### src/rtl/viterbi_decoder.sv
// ---------------------------------------------------------------------------
// viterbi_decoder
//   Hard-decision Viterbi decoder for the rate-1/2, K=3 convolutional code
//   (G0 = 111 for p0, G1 = 101 for p1). The serial code stream arrives one
//   bit per accepted cycle as p0, p1, p0, p1, ... Add-compare-select runs over
//   4 states on every p1 edge. Survivors use register exchange. One decoded
//   bit is emitted per pair after DEPTH pairs of latency.
//
// Ports:
//   clock       in   rising-edge system clock
//   reset       in   asynchronous active-low reset
//   in_valid    in   qualifies `in` this cycle
//   in          in   serial code bit
//   out         out  decoded data bit (meaningful when out_valid=1)
//   out_valid   out  one-cycle pulse qualifying `out`
//   best_state  out  minimum-metric state after the most recent ACS
//
// Handshake: in_valid/in is accepted unconditionally on every rising edge
//   where in_valid=1. There is no backpressure, and out_valid is a one-cycle
//   pulse that the consumer must take on the cycle it appears.
//
// Optional build macro:
//   VITERBI_PM_NORM_EN  defined   -> when all four new path metrics have the
//                                    MSB set, the MSB is cleared on every one.
//                       undefined -> each new metric saturates at 2^PM_W-1.
//
// Parameter range: DEPTH 4..32, PM_W >= 4.
// ---------------------------------------------------------------------------
module viterbi_decoder #(
  parameter logic [2:0] G0    = 3'b111,
  parameter logic [2:0] G1    = 3'b101,
  parameter int         DEPTH = 16,
  parameter int         PM_W  = 6
) (
  input  logic       clock,
  input  logic       reset,
  input  logic       in_valid,
  input  logic       in,
  output logic       out,
  output logic       out_valid,
  output logic [1:0] best_state
);

  localparam int                CNT_W    = $clog2(DEPTH);
  localparam logic [CNT_W-1:0]  FILL_MAX = CNT_W'(DEPTH - 1);
  localparam logic [PM_W-1:0]   PM_INIT  = PM_W'(8);
  localparam logic [PM_W:0]     PM_TOP   = {1'b0, {PM_W{1'b1}}};
`ifdef VITERBI_PM_NORM_EN
  localparam logic [PM_W-1:0]   PM_HALF  = {1'b1, {(PM_W-1){1'b0}}};
`endif

  // Phase FSM: which half of the code pair the next accepted bit is.
  typedef enum logic {PH_P0 = 1'b0, PH_P1 = 1'b1} phase_t;

  phase_t           r_phase;
  phase_t           w_phase_next;
  logic             r_p0;
  logic [PM_W-1:0]  r_pm [4];
  // The oldest survivor bit is only ever needed combinationally for the
  // output decision, so the stored survivor drops it.
  logic [DEPTH-2:0] r_sv [4];
  logic [CNT_W-1:0] r_fill;
  logic             r_out;
  logic             r_out_valid;
  logic [1:0]       r_best;

  logic             w_pair_fire;
  logic [PM_W:0]    w_cand0 [4];
  logic [PM_W:0]    w_cand1 [4];
  logic [PM_W:0]    w_sel   [4];
  logic             w_take1 [4];
  logic [PM_W-1:0]  w_sat   [4];
  logic [PM_W-1:0]  w_pm_new[4];
  logic [DEPTH-1:0] w_sv_new[4];
  logic [1:0]       w_best;
  logic             w_out;
`ifdef VITERBI_PM_NORM_EN
  logic             w_all_hi;
`endif

  // Hamming distance between the received pair and the pair the encoder
  // would emit from state s on input u (taps {u, s[1], s[0]}).
  function automatic logic [1:0] branch_metric(input logic [1:0] s,
                                               input logic       u,
                                               input logic       r0,
                                               input logic       r1);
    logic [2:0] taps;
    logic       e0;
    logic       e1;
    taps = {u, s};
    e0   = ^(G0 & taps);
    e1   = ^(G1 & taps);
    branch_metric = {1'b0, r0 ^ e0} + {1'b0, r1 ^ e1};
  endfunction

  assign w_pair_fire = in_valid && (r_phase == PH_P1);

  // Phase FSM next state.
  always_comb begin
    w_phase_next = r_phase;
    if (in_valid) begin
      w_phase_next = (r_phase == PH_P0) ? PH_P1 : PH_P0;
    end
  end

  always_ff @(posedge clock or negedge reset) begin
    if (!reset) begin
      r_phase <= PH_P0;
    end else begin
      r_phase <= w_phase_next;
    end
  end

  // ACS: next state ns = {u, a} has predecessors {a,0} and {a,1}. Candidates
  // are one bit wider than the metric so the compare sees the true sum even
  // when a predecessor metric sits at the top of its range. A tie keeps the
  // predecessor with LSB 0.
  always_comb begin
    for (int ns = 0; ns < 4; ns++) begin
      w_cand0[ns]  = {1'b0, r_pm[{ns[0], 1'b0}]}
                   + (PM_W+1)'(branch_metric({ns[0], 1'b0}, ns[1], r_p0, in));
      w_cand1[ns]  = {1'b0, r_pm[{ns[0], 1'b1}]}
                   + (PM_W+1)'(branch_metric({ns[0], 1'b1}, ns[1], r_p0, in));
      w_take1[ns]  = (w_cand1[ns] < w_cand0[ns]);
      w_sel[ns]    = w_take1[ns] ? w_cand1[ns] : w_cand0[ns];
      w_sat[ns]    = (w_sel[ns] > PM_TOP) ? PM_TOP[PM_W-1:0] : w_sel[ns][PM_W-1:0];
      w_sv_new[ns] = {r_sv[{ns[0], w_take1[ns]}], ns[1]};
    end
  end

`ifdef VITERBI_PM_NORM_EN
  // With normalization the metric spread stays far below 2^(PM_W-1), so the
  // saturation above never engages and clearing the common MSB is exact.
  always_comb begin
    w_all_hi = 1'b1;
    for (int ns = 0; ns < 4; ns++) begin
      if (!w_sat[ns][PM_W-1]) w_all_hi = 1'b0;
    end
    for (int ns = 0; ns < 4; ns++) begin
      w_pm_new[ns] = w_all_hi ? (w_sat[ns] & ~PM_HALF) : w_sat[ns];
    end
  end
`else
  always_comb begin
    for (int ns = 0; ns < 4; ns++) begin
      w_pm_new[ns] = w_sat[ns];
    end
  end
`endif

  // Minimum new metric, lowest index wins a tie.
  always_comb begin
    w_best = 2'd0;
    for (int ns = 1; ns < 4; ns++) begin
      if (w_pm_new[ns] < w_pm_new[w_best]) w_best = 2'(ns);
    end
  end

  assign w_out = w_sv_new[w_best][DEPTH-1];

  always_ff @(posedge clock or negedge reset) begin
    if (!reset) begin
      r_p0        <= 1'b0;
      r_fill      <= '0;
      r_out       <= 1'b0;
      r_out_valid <= 1'b0;
      r_best      <= 2'd0;
      for (int i = 0; i < 4; i++) begin
        r_pm[i] <= (i == 0) ? '0 : PM_INIT;
        r_sv[i] <= '0;
      end
    end else begin
      r_out_valid <= 1'b0;
      if (in_valid && (r_phase == PH_P0)) begin
        r_p0 <= in;
      end
      if (w_pair_fire) begin
        for (int i = 0; i < 4; i++) begin
          r_pm[i] <= w_pm_new[i];
          r_sv[i] <= w_sv_new[i][DEPTH-2:0];
        end
        r_best <= w_best;
        if (r_fill == FILL_MAX) begin
          r_out_valid <= 1'b1;
          r_out       <= w_out;
        end else begin
          r_fill <= r_fill + CNT_W'(1);
        end
      end
    end
  end

  assign out        = r_out;
  assign out_valid  = r_out_valid;
  assign best_state = r_best;

endmodule

### config.mk
export PLATFORM = sky130hd
export DESIGN_NAME = viterbi_decoder
export DESIGN_NICKNAME = d
export VERILOG_FILES = /design/src/rtl/viterbi_decoder.sv
export SDC_FILE = /design/constraint.sdc
export NUM_CORES = 1
export LEC_CHECK = 0
export CORE_AREA = 3 3 109 111
export CTS_BUF_LIST = sky130_fd_sc_hd__clkbuf_4 sky130_fd_sc_hd__clkbuf_8
export DETAILED_ROUTE_END_ITERATION = 8
export DIE_AREA = 0 0 112 114
export GPL_ROUTABILITY_DRIVEN = 0
export PLACE_DENSITY_LB_ADDON = 0.2
export SETUP_SLACK_MARGIN = 0.02
export SLEW_MARGIN = 10
export SYNTH_ARGS = -nofsm -noshare
export SYNTH_HDL_FRONTEND = slang
export SYNTH_SLANG_ARGS = --single-unit
### constraint.sdc
create_clock -name clock -period 7.93 [get_ports clock]
set_input_delay 0.793 -clock clock [delete_from_list [all_inputs] [get_ports clock]]
set_output_delay 0.793 -clock clock [all_outputs]
set_load 0.005 [all_outputs]
==> parameters.txt <==
Parameter                              Value

Route
  Via count    approximately 6000
  Detail Route Antenna Nets    0
  Routed length per instance    17.1 µm
  DRT iter0 DRCs    338
  First-pass DRT Iterations    5
  DRC    0
  Via/cell ratio    roughly 6
  Total length of routed wires    17100 µm

Placement
  DP Area    ~7400 µm²
  Detailed-placement wirelength estimate    11900 µm
  Post-placement cell count    963
  Port Buf Inserts    7

STA
  Fin Clk Skew    0.0183 ns
  RSZ-0062 raised after global routing    no
  Final Max Tran Viols    0
  Remaining max-slew budget at the tightest pin    17.7%
  Setup-violating endpoint count in the final report    0
  Maximum clock frequency    133 MHz
  Share of the clock period used by the worst path after layout    94.9%
  Aggregate negative setup slack    0 ns
  Final hold violations    0
  Fin crit period    7.53 ns
  Slew @ Worst Pin    1.23 ns

Clocking
  Clock Tree Buf Depth    2
  Number of H-tree levels    3
  Hold bufs inserted after CTS    0
  TritonCTS clock tree    built
  CTS clk-pin slew, worst paths    0.11 ns
  Clk sinks    89
  Root buffer cell    sky130_fd_sc_hd__clkbuf_8
  Source-to-sink clock delay at the later pin of the worst-skew pair    about 0.38 ns
  Clock buffers created by TritonCTS    9

Worst setup path
  Required time of the worst setup path    8.16 ns
  Critical-path maximum fanout    8
  CP top delay family    compound AO/OA/AOI/OAI gates
  Slowest cell on crit path    sky130_fd_sc_hd__a31oi_1
  Worst EP arrival    7.76 ns
  Crit. End Element    flop
  R2R setup slack    0.40 ns
  Cell occurring most often along the worst timing path    sky130_fd_sc_hd__buf_4
  Critical Path Stages    37
  Largest stage delay on the critical path    0.66 ns
  CP Buf/Inv Count    8
  Cell depth of the worst flop-to-flop path    37
  Classification of the worst setup path    reg -> reg
  Kind of start point of the critical path    flop

Final layout
  Fin util    72.9%
  Most frequent standard cell in the layout excluding fill and tap cells    sky130_fd_sc_hd__nand2_1
  Final Instance Count excl. Fillers    998
  N_diodes    0
  Final #Nets    slightly above 900
  Post-synthesis to final-layout area growth    20.4%
  Post-route cell area    7930 µm²
  Leading cell types in the layout, fill and taps excluded    sky130_fd_sc_hd__nand2_1 (131), sky130_fd_sc_hd__buf_4 (111), sky130_fd_sc_hd__o21ai_0 (86), sky130_fd_sc_hd__dfrtp_1 (86), sky130_fd_sc_hd__mux2i_1 (60)
  Share of layout cells above drive strength 1    21.9%

GRT
  Maximum number of pins on one net before global-route repair    129
  Via count of the first global-routing pass    6003
  Total GRT Usage    a little over a quarter
  Met1 demand-to-capacity share in global routing    35.2%
  Number of antenna violations at the first check in global routing    0
  Overflow after GRT    0
  First-pass GRT wire length    28200 µm
  Most congested layer reported by global routing    met2
  Met2 layer usage reported by global route    44.6%
  Met3 GRT Util    5.09%

Logic synthesis
  Syn_area_per_cell    8.64 µm²
  Fraction of the mapped netlist area in adder cells    10.8%
  Netlist area before placement    6590 µm²
  Proportion of synthesized area in mux cells    10.9%
  Number of distinct library cells after synthesis    55
  Post-Synth XOR/XNOR Area    5.45%
  Dominant combinational cell family by area after synthesis    compound AO/OA/AOI/OAI gates
  Yosys reg bits    89
  Synth top area share    32.7%
  Count of flip-flops with a built-in enable after synthesis    0
  Synthesized Nets    823
  Proportion of synthesized chip area in sequential cells    33.9%
  Number of instances in the synthesized netlist    762
  Cells taking the most area after synthesis    sky130_fd_sc_hd__dfrtp_1 (33%), sky130_fd_sc_hd__ha_1 (11%), sky130_fd_sc_hd__mux2i_1 (9.3%)
  Share of flip-flops with an asynchronous set or reset after synthesis    100%
  Synthesized-area fraction occupied by and/or/nand/nor cells    about 18%
  Total of warnings raised by yosys    0
  Top cell type by total area after synthesis    sky130_fd_sc_hd__dfrtp_1
  Primary flip-flop cell chosen by synthesis mapping    sky130_fd_sc_hd__dfrtp_1
  Fraction of the mapped netlist area in compound gates    between 10% and 20%

Floorplan
  Die area    12800 µm²
  Floorplan die width    112 µm
  Chip height    roughly 110 µm
  Std cell rows    38
  Count of pins on the block boundary    8
  Placeable core area    10900 µm²
  Starting density of the core    60.5%

Run
  Count of maximum capacitance violations    0

Worst hold path
  Path type of the worst min-delay path    in -> async

Run status
  Result of the run    finished clean
## final timing paths
| check | start | endpoint |
|---|---|---|
| max | r_p0 | out |
| min | reset | r_sv[50] |
| max reg2reg | r_p0 | out |
| min reg2reg | r_sv[1] | r_sv[1] |
| max in group asynchronous | reset | r_pm[15] |
| min in group clock | r_sv[1] | r_sv[1] |
## Yosys cell counts (all sizes together) (6+ instances only)
cell,number
nand2b,14
o21ai,99
a31oi,12
nor2,44
a21oi,24
nand2,133
xnor2,17
xor2,24
o211ai,10
dfrtp,86
nand3,17
nor2b,11
and2,9
mux2i,61
a21o,12
o21a,8
and3,6
clkbuf,33
ha,57
inv,22
nand4,7
mux2,9
## state kept, by name (all words and copies together), names as in the netlist
name and cells:
r_sv 55, r_pm 24, r_p0 1, out 1, r_phase 1, out_valid 1, r_fill 4, best_state 2
## area by class of cell
cell class | instances | area, µm²
fillers | 804 | 2960
inverters | 22 | 82.6
clock buffers | 9 | 124
well taps | 140 | 175
clock inverters | 7 | 85.1
multi-input cells | 613 | 4320
flip-flops and latches | 89 | 2230
repair buffers | 118 | 911
## through the flow
step | worst slack (ns) | hold slack (ns)
6_report | 0.402 | 0.392
5_1_grt | 0.0834 | 0.417
4_1_cts | 0.0384 | 0.413
3_5_place_dp | -0.766 | 0.463
3_3_place_gp | -0.354 | 0.452
2_1_floorplan | 0.101 | 0.435
## per-layer routing
| metal | vias up | part of all wire [%] |
|---|---|---|
| met5 | - | 0 |
| met4 | 0 | 2.9 |
| met3 | 50 | 5.5 |
| met2 | 191 | 48 |
| met1 | 2889 | 44 |
| li1 | 2858 | - |
## timing repair
action	in CTS	in global routing
setup buffers	10	9
cloned	0	0
pin swaps	10	18
endpoints found under the hold margin	0	0
resized for setup	20	33
setup endpoints to repair	3	3
## cells by family (layout without fill, tap and decap cells)
logic type / Yosys count / count (layout)
AOI/OAI and AO/OA: 189 / 189
xor gates and xnor gates: 41 / 41
adders and majority gates: 57 / 57
buffers and inverters: 60 / 156
DFF: 89 / 89
muxes: 70 / 70
and+or+nand+nor: 256 / 256
Power is left out: the tool's default activity adds up to more than one toggle a clock period on the data nets, which glitch-free logic cannot reach.
